==> src/rtl/store_buffer_pkg.sv <==
// store_buffer_pkg: shared store-opcode constants and feature switch for the
// store buffer.
//
// Contents:
//   FNC_SB/FNC_SH/FNC_SW/FNC_SD : RISC-V store funct3 encodings.
//   MERGE_EN                    : 1 when STORE_MERGE_EN is defined, else 0.
//
// Build macro: STORE_MERGE_EN. When it is defined, an accepted store that hits
// the tail entry's word is merged into that entry instead of allocating one.
package store_buffer_pkg;

    localparam logic [2:0] FNC_SB = 3'b000;
    localparam logic [2:0] FNC_SH = 3'b001;
    localparam logic [2:0] FNC_SW = 3'b010;
    localparam logic [2:0] FNC_SD = 3'b011;

`ifdef STORE_MERGE_EN
    localparam bit MERGE_EN = 1'b1;
`else
    localparam bit MERGE_EN = 1'b0;
`endif

endpackage

==> src/rtl/store_align.sv <==
// store_align: combinational store-lane formatter.
//
// Ports:
//   funct3    in   store size encoding (SB/SH/SW/SD)
//   off       in   byte offset of the address inside the data word
//   data      in   register data; low bytes are stored
//   lane_data out  data shifted to its byte lanes, other lanes zero
//   lane_mask out  byte-write enables
//   misalign  out  store is misaligned or funct3 is illegal for XLEN
module store_align
    import store_buffer_pkg::*;
#(
    parameter int XLEN = 32
) (
    input  logic [2:0]                  funct3,
    input  logic [$clog2(XLEN/8)-1:0]   off,
    input  logic [XLEN-1:0]             data,
    output logic [XLEN-1:0]             lane_data,
    output logic [XLEN/8-1:0]           lane_mask,
    output logic                        misalign
);

    logic [XLEN-1:0]   base_data;
    logic [XLEN/8-1:0] base_mask;

    always_comb begin
        base_data = '0;
        base_mask = '0;
        misalign  = 1'b0;
        case (funct3)
            FNC_SB: begin
                base_data[7:0] = data[7:0];
                base_mask[0]   = 1'b1;
            end
            FNC_SH: begin
                base_data[15:0] = data[15:0];
                base_mask[1:0]  = 2'b11;
                misalign        = off[0];
            end
            FNC_SW: begin
                base_data[31:0] = data[31:0];
                base_mask[3:0]  = 4'hF;
                misalign        = |off[1:0];
            end
            FNC_SD: begin
                // Doubleword stores only exist on the 64-bit datapath.
                if (XLEN == 64) begin
                    base_data = data;
                    base_mask = '1;
                    misalign  = |off;
                end else begin
                    misalign = 1'b1;
                end
            end
            default: misalign = 1'b1;
        endcase
        lane_data = base_data << {off, 3'b000};
        lane_mask = base_mask << off;
    end

endmodule

==> src/rtl/store_buffer.sv <==
// store_buffer: write-side store buffer between execute and the data-memory
// port. Formats SB/SH/SW(/SD) into lane data plus byte mask and queues them in
// a DEPTH-entry FIFO. Misaligned/illegal stores are dropped with a one-cycle
// err_misalign pulse.
//
// Ports:
//   clk, rst_n                 clock, asynchronous active-low reset
//   in_valid/in_ready          request handshake (in_ready = !full)
//   in_funct3/in_addr/in_data  store request
//   out_valid/out_ready        head-entry handshake to memory
//   out_addr/out_data/out_mask head entry (word-aligned address)
//   count                      occupied entries
//   err_misalign               pulse one cycle after a dropped store
//
// Build macro: STORE_MERGE_EN (via store_buffer_pkg::MERGE_EN) enables merging
// a store into the tail entry when it targets the same word.
module store_buffer
    import store_buffer_pkg::*;
#(
    parameter int XLEN   = 32,
    parameter int DEPTH  = 4,
    parameter int ADDR_W = 32
) (
    input  logic                      clk,
    input  logic                      rst_n,
    input  logic                      in_valid,
    output logic                      in_ready,
    input  logic [2:0]                in_funct3,
    input  logic [ADDR_W-1:0]         in_addr,
    input  logic [XLEN-1:0]           in_data,
    output logic                      out_valid,
    input  logic                      out_ready,
    output logic [ADDR_W-1:0]         out_addr,
    output logic [XLEN-1:0]           out_data,
    output logic [XLEN/8-1:0]         out_mask,
    output logic [$clog2(DEPTH):0]    count,
    output logic                      err_misalign
);

    localparam int MW    = XLEN / 8;
    localparam int OFF_W = $clog2(MW);
    localparam int PTR_W = $clog2(DEPTH);
    localparam int CNT_W = PTR_W + 1;

    logic [ADDR_W-1:0] addr_q [DEPTH];
    logic [XLEN-1:0]   data_q [DEPTH];
    logic [MW-1:0]     mask_q [DEPTH];
    logic [PTR_W-1:0]  head_q;
    logic [PTR_W-1:0]  tail_q;
    logic [CNT_W-1:0]  count_q;
    logic              err_q;

    logic [XLEN-1:0]   lane_data;
    logic [MW-1:0]     lane_mask;
    logic              misalign;
    logic [ADDR_W-1:0] word_addr;
    logic [PTR_W-1:0]  last_ptr;
    logic              full;
    logic              empty;
    logic              push_fire;
    logic              pop_fire;
    logic              store_ok;
    logic              merge_hit;
    logic              alloc;
    logic [XLEN-1:0]   merge_data;

    store_align #(
        .XLEN (XLEN)
    ) u_align (
        .funct3    (in_funct3),
        .off       (in_addr[OFF_W-1:0]),
        .data      (in_data),
        .lane_data (lane_data),
        .lane_mask (lane_mask),
        .misalign  (misalign)
    );

    assign word_addr = {in_addr[ADDR_W-1:OFF_W], {OFF_W{1'b0}}};
    assign last_ptr  = tail_q - 1'b1;
    assign full      = (count_q == CNT_W'(DEPTH));
    assign empty     = (count_q == '0);
    assign push_fire = in_valid && !full;
    assign pop_fire  = !empty && out_ready;
    assign store_ok  = push_fire && !misalign;

    // A lone entry that is leaving this cycle cannot absorb the store; the
    // store then takes a fresh slot instead.
    assign merge_hit = MERGE_EN && store_ok && !empty
                       && (addr_q[last_ptr] == word_addr)
                       && !((count_q == CNT_W'(1)) && pop_fire);
    assign alloc     = store_ok && !merge_hit;

    always_comb begin
        merge_data = data_q[last_ptr];
        for (int i = 0; i < MW; i++) begin
            if (lane_mask[i]) begin
                merge_data[i*8 +: 8] = lane_data[i*8 +: 8];
            end
        end
    end

    always_ff @(posedge clk or negedge rst_n) begin
        if (!rst_n) begin
            for (int i = 0; i < DEPTH; i++) begin
                addr_q[i] <= '0;
                data_q[i] <= '0;
                mask_q[i] <= '0;
            end
            head_q  <= '0;
            tail_q  <= '0;
            count_q <= '0;
            err_q   <= 1'b0;
        end else begin
            err_q <= push_fire && misalign;
            if (alloc) begin
                addr_q[tail_q] <= word_addr;
                data_q[tail_q] <= lane_data;
                mask_q[tail_q] <= lane_mask;
                tail_q         <= tail_q + 1'b1;
            end else if (merge_hit) begin
                data_q[last_ptr] <= merge_data;
                mask_q[last_ptr] <= mask_q[last_ptr] | lane_mask;
            end
            if (pop_fire) begin
                head_q <= head_q + 1'b1;
            end
            count_q <= count_q + CNT_W'(alloc) - CNT_W'(pop_fire);
        end
    end

    assign in_ready     = !full;
    assign out_valid    = !empty;
    assign out_addr     = addr_q[head_q];
    assign out_data     = data_q[head_q];
    assign out_mask     = mask_q[head_q];
    assign count        = count_q;
    assign err_misalign = err_q;

endmodule
==> config.mk <==
export PLATFORM = sky130hd
export DESIGN_NAME = store_buffer
export DESIGN_NICKNAME = d
export VERILOG_FILES = /design/src/rtl/store_buffer_pkg.sv /design/src/rtl/store_align.sv /design/src/rtl/store_buffer.sv
export SDC_FILE = /design/constraint.sdc
export NUM_CORES = 1
export LEC_CHECK = 0
export ABC_AREA = 1
export CAP_MARGIN = 20
export CORE_MARGIN = 3
export CORE_UTILIZATION = 60
export DETAILED_ROUTE_END_ITERATION = 7
export GPL_TIMING_DRIVEN = 0
export HOLD_SLACK_MARGIN = 0.12
export MAX_ROUTING_LAYER = met4
export PLACE_DENSITY = 0.93
export REMOVE_ABC_BUFFERS = 1
export SYNTH_ARGS = -nofsm -noshare
export SYNTH_HDL_FRONTEND = slang
export SYNTH_HIERARCHICAL = 1
export SYNTH_SLANG_ARGS = --single-unit
==> constraint.sdc <==
create_clock -name clk -period 4.7 [get_ports clk]
set_clock_uncertainty 0.1 [all_clocks]
set_input_delay 0.47 -clock clk [delete_from_list [all_inputs] [get_ports clk]]
set_output_delay 0.47 -clock clk [all_outputs]
set_load 0.005 [all_outputs]
==> impl_results.md <==
- Total wire length after detailed routing: 43400 um
- Effective utilization at floorplan: 62.3%
- Area inside the core boundary: 22200 um^2
- Worst slack at placement: 0.227 ns
- Startpoint of the lowest-slack hold path: addr_q[85]
- Later-pin clock latency in the skew report: roughly 0.55 ns
- Pin count of the biggest net entering global routing: 181
- Critical Path Max Stage Delay: 0.91 ns
- Number of distinct standard cells referenced by the synthesized netlist: 30
- Max Freq: 237 MHz
- Length of the first detailed-routing pass in iterations: 6
- First-pass GRT wire length: 70000 um
- Number of cells traversed by the worst register-to-register path: 7
- Setup slack of the critical path after layout: between 0.4 and 0.5 ns
- Placement Rows: 54
- All-layer global routing usage: 35.4%
- H-tree levels: 1
- Vias in the first global route: 13928
- Most used cells in the layout excluding fill and tap cells: nand2_1, dfrtp_1, nand4_1
- Drt drc: 0
- Post-detailed-placement half-perimeter wirelength: between 20000 and 25000 um
- CTS clock-pin slew for the worst setup and hold paths: 0.06 ns
- Min cycle time layout: 4.22 ns
- Area overhead of the layout relative to synthesis: 18.2%
- Largest delay contributor family on the critical path: simple AND/OR/NAND/NOR gates
- Antenna Diode Count: 0
- Prevailing post-synth register cell: dfrtp_1
- Leak: 0.00815 uW
- Setup bufs post-CTS: 0
- Max Cap Violations: 0
- Register area share after synthesis: 49.1%
- Cell breakdown of the critical path: clkdlybuf4s50_1, nor2_1, o21ai_0, inv_8, nand4_1, buf_8, buf_8, nand2_1, nand2_1
- TritonCTS clock tree: done
- Instance count along the most critical hold path: 2
- Status: finished clean
- Critical Path Stages: 9
- Post-place instance area: between 15000 and 20000 um^2
- Utilization after layout: 73.7%
- Initial antenna violation count: 0
- RSZ-0062 raised after global routing: false
- Final Hold Violating Endpoints: 0
- Post-synth top area share: 49.1%
- Clock buffer count from CTS: 28
- Layout Nets: about 1900
- Avg Inst Size Synth: about 7.7 um^2
- Routability Congestion: 0.947
- Share of cells above drive strength 1: 4.93%
- Number of storage elements in the synthesis netlist: 272
- Buffer and inverter count on the worst path: 4
- Reg-to-reg critical path startpoint: tail_q[0]
- Worst path required time: 5.02 ns
- Actual transition at the worst max-transition pin: 1.15 ns
- Routed wire per std cell: 20.4 um
- Via count: 14161
- Bufs on Longest Clock Path: 3
- Remaining Overflow, GRT: 0
- Worst VDD drop: 1050 uV
- CP endpoint kind: flop
- Die Span X: between 150 and 200 um
- Type of the tightest min-delay check: reg2reg
- Timing startpoint of the critical path: in_funct3[0]
- Total power of the final layout: 10700 uW
- Clk root buf: clkbuf_16
- Post-synthesis cell type with the largest combined area: dfrtp_1
- CTS sink count: roughly 270
- Worst setup path category: in2reg
- Final worst path period share: between 80% and 90%
- Vias/cell: 6.66
- EDFF count, synth: 0
- Number of port buffers: between 100 and 150
- Ports placed on the boundary: 145
- Die footprint: 25000 um^2
- Number of design-rule violations left by the first detailed-router iteration: 2011
- Y dimension of the die: between 150 and 200 um
- Most common cell after layout, fill and taps aside: nand2_1
- Final number of setup-violating endpoints: 0
- Power per standard cell area: 656 nW/um^2
- Final design instance area without fill: 16400 um^2
- Synth Instances: 1794
- Async set-or-reset flop fraction in the synthesized netlist: between 90% and 100%
- Crit Path Max Fanout: 91
- Biggest area contributors in the synthesized netlist: dfrtp_1, nand2_1, nand4_1, o21ai_0, nor2_1
- Final-report max-slew violation count: 0
- Highest-delay cell along the critical path: nor2_1
- Max-slew headroom at the worst pin: 23.2%
- Number of antenna-violating nets in the routed design: 0
- Data arrival time of the critical path: 4.54 ns
- Total standard cell area after synthesis: 13900 um^2
- Yosys warning total: 6
- CP startpoint kind: input pin
-- state kept, by name (all words and copies together), names as in the netlist --
register,cells
head_q,2
tail_q,2
count,3
data_q,128
err_misalign,1
mask_q,16
addr_q,120
-- cells by family (layout without fill, tap and decap cells) --
kind of cell,count (synthesis),in the layout,share of synthesized area [%]
simple gates,1099,1099,35.2
other cells,1,2,0.0271
xor+xnor,3,3,0.190
flops,272,272,49.1
compound gates,215,215,8.41
fa+ha+maj,7,7,0.686
buf+inv,197,247,6.41
-- power breakdown --
| group | internal (uW) | leakage (uW) | switching [uW] |
|---|---|---|---|
| clock network | 1210 | 0.000428 | 933 |
| logic | 2000 | 0.00414 | 2760 |
| registers | 3220 | 0.00359 | 621 |
| total | 6430 | 0.00815 | 4310 |
-- worst register-to-register path, cell delays in order (launching register included) --
cell,delay (ns)
dfrtp_1,0.47
inv_1,0.23
ha_4,0.85
nand4_1,0.86
buf_8,0.43
buf_8,0.18
nand2_1,0.09
nand2_1,0.07
-- per-layer routing --
layer | vias up | part of all wire, % | global-route usage (%)
met5 | - | 0 | -
met4 | 0 | 4.3 | 15.9
met3 | 218 | 12 | 5.99
met2 | 1095 | 46 | 53.8
met1 | 6683 | 38 | 47.2
li1 | 6165 | - | -
-- synth_stat cells (2+ instances only) --
library cell	number
nand4_1	269
a21oi_1	9
buf_1	3
buf_2	53
dfrtp_1	272
clkinv_1	2
ha_1	6
inv_2	4
clkbuf_1	97
nor2_2	2
xor2_1	2
o22ai_1	66
buf_6	4
nand3_1	25
nor2_1	156
nand2_1	638
nand2_2	3
buf_4	14
inv_1	20
nor3_1	2
o21ai_0	138
-- per-stage QoR --
step / TNS [ns] / cells / hold WS [ns]
after floorplan: -503.36 / 1624 / 0.0744
after global placement: -4125.76 / 2046 / 0.357
after detailed placement: 0 / 2075 / 0.361
after CTS: 0 / 2125 / 0.377
after global routing: 0 / 2125 / 0.391
final: 0 / 2125 / 0.374
-- worst paths after layout --
| kind | end | slack, ns |
|---|---|---|
| max | data_q[62] | 0.48 |
| min in group asynchronous | addr_q[19] | 0.41 |
| min reg2reg | addr_q[85] | 0.37 |
| max reg2reg | data_q[62] | 1.29 |
| min | addr_q[85] | 0.37 |
| max in group asynchronous | data_q[27] | 3.04 |
-- what timing repair did --
item,in CTS,in global routing
hold buffers,1,0
resized for setup,0,1
endpoints found under the hold margin,78,0
setup endpoints to repair,0,1
-- layout make-up --
class | count | area (um^2)
flip-flops and latches | 272 | 6810
multi-input cells | 1326 | 6220
fillers | 1530 | 5850
repair buffers | 172 | 2010
clock buffers | 43 | 828
well taps | 280 | 350
inverters | 26 | 119
clock inverters | 6 | 33.8
No activity file was read; power rests on OpenSTA's default activity.
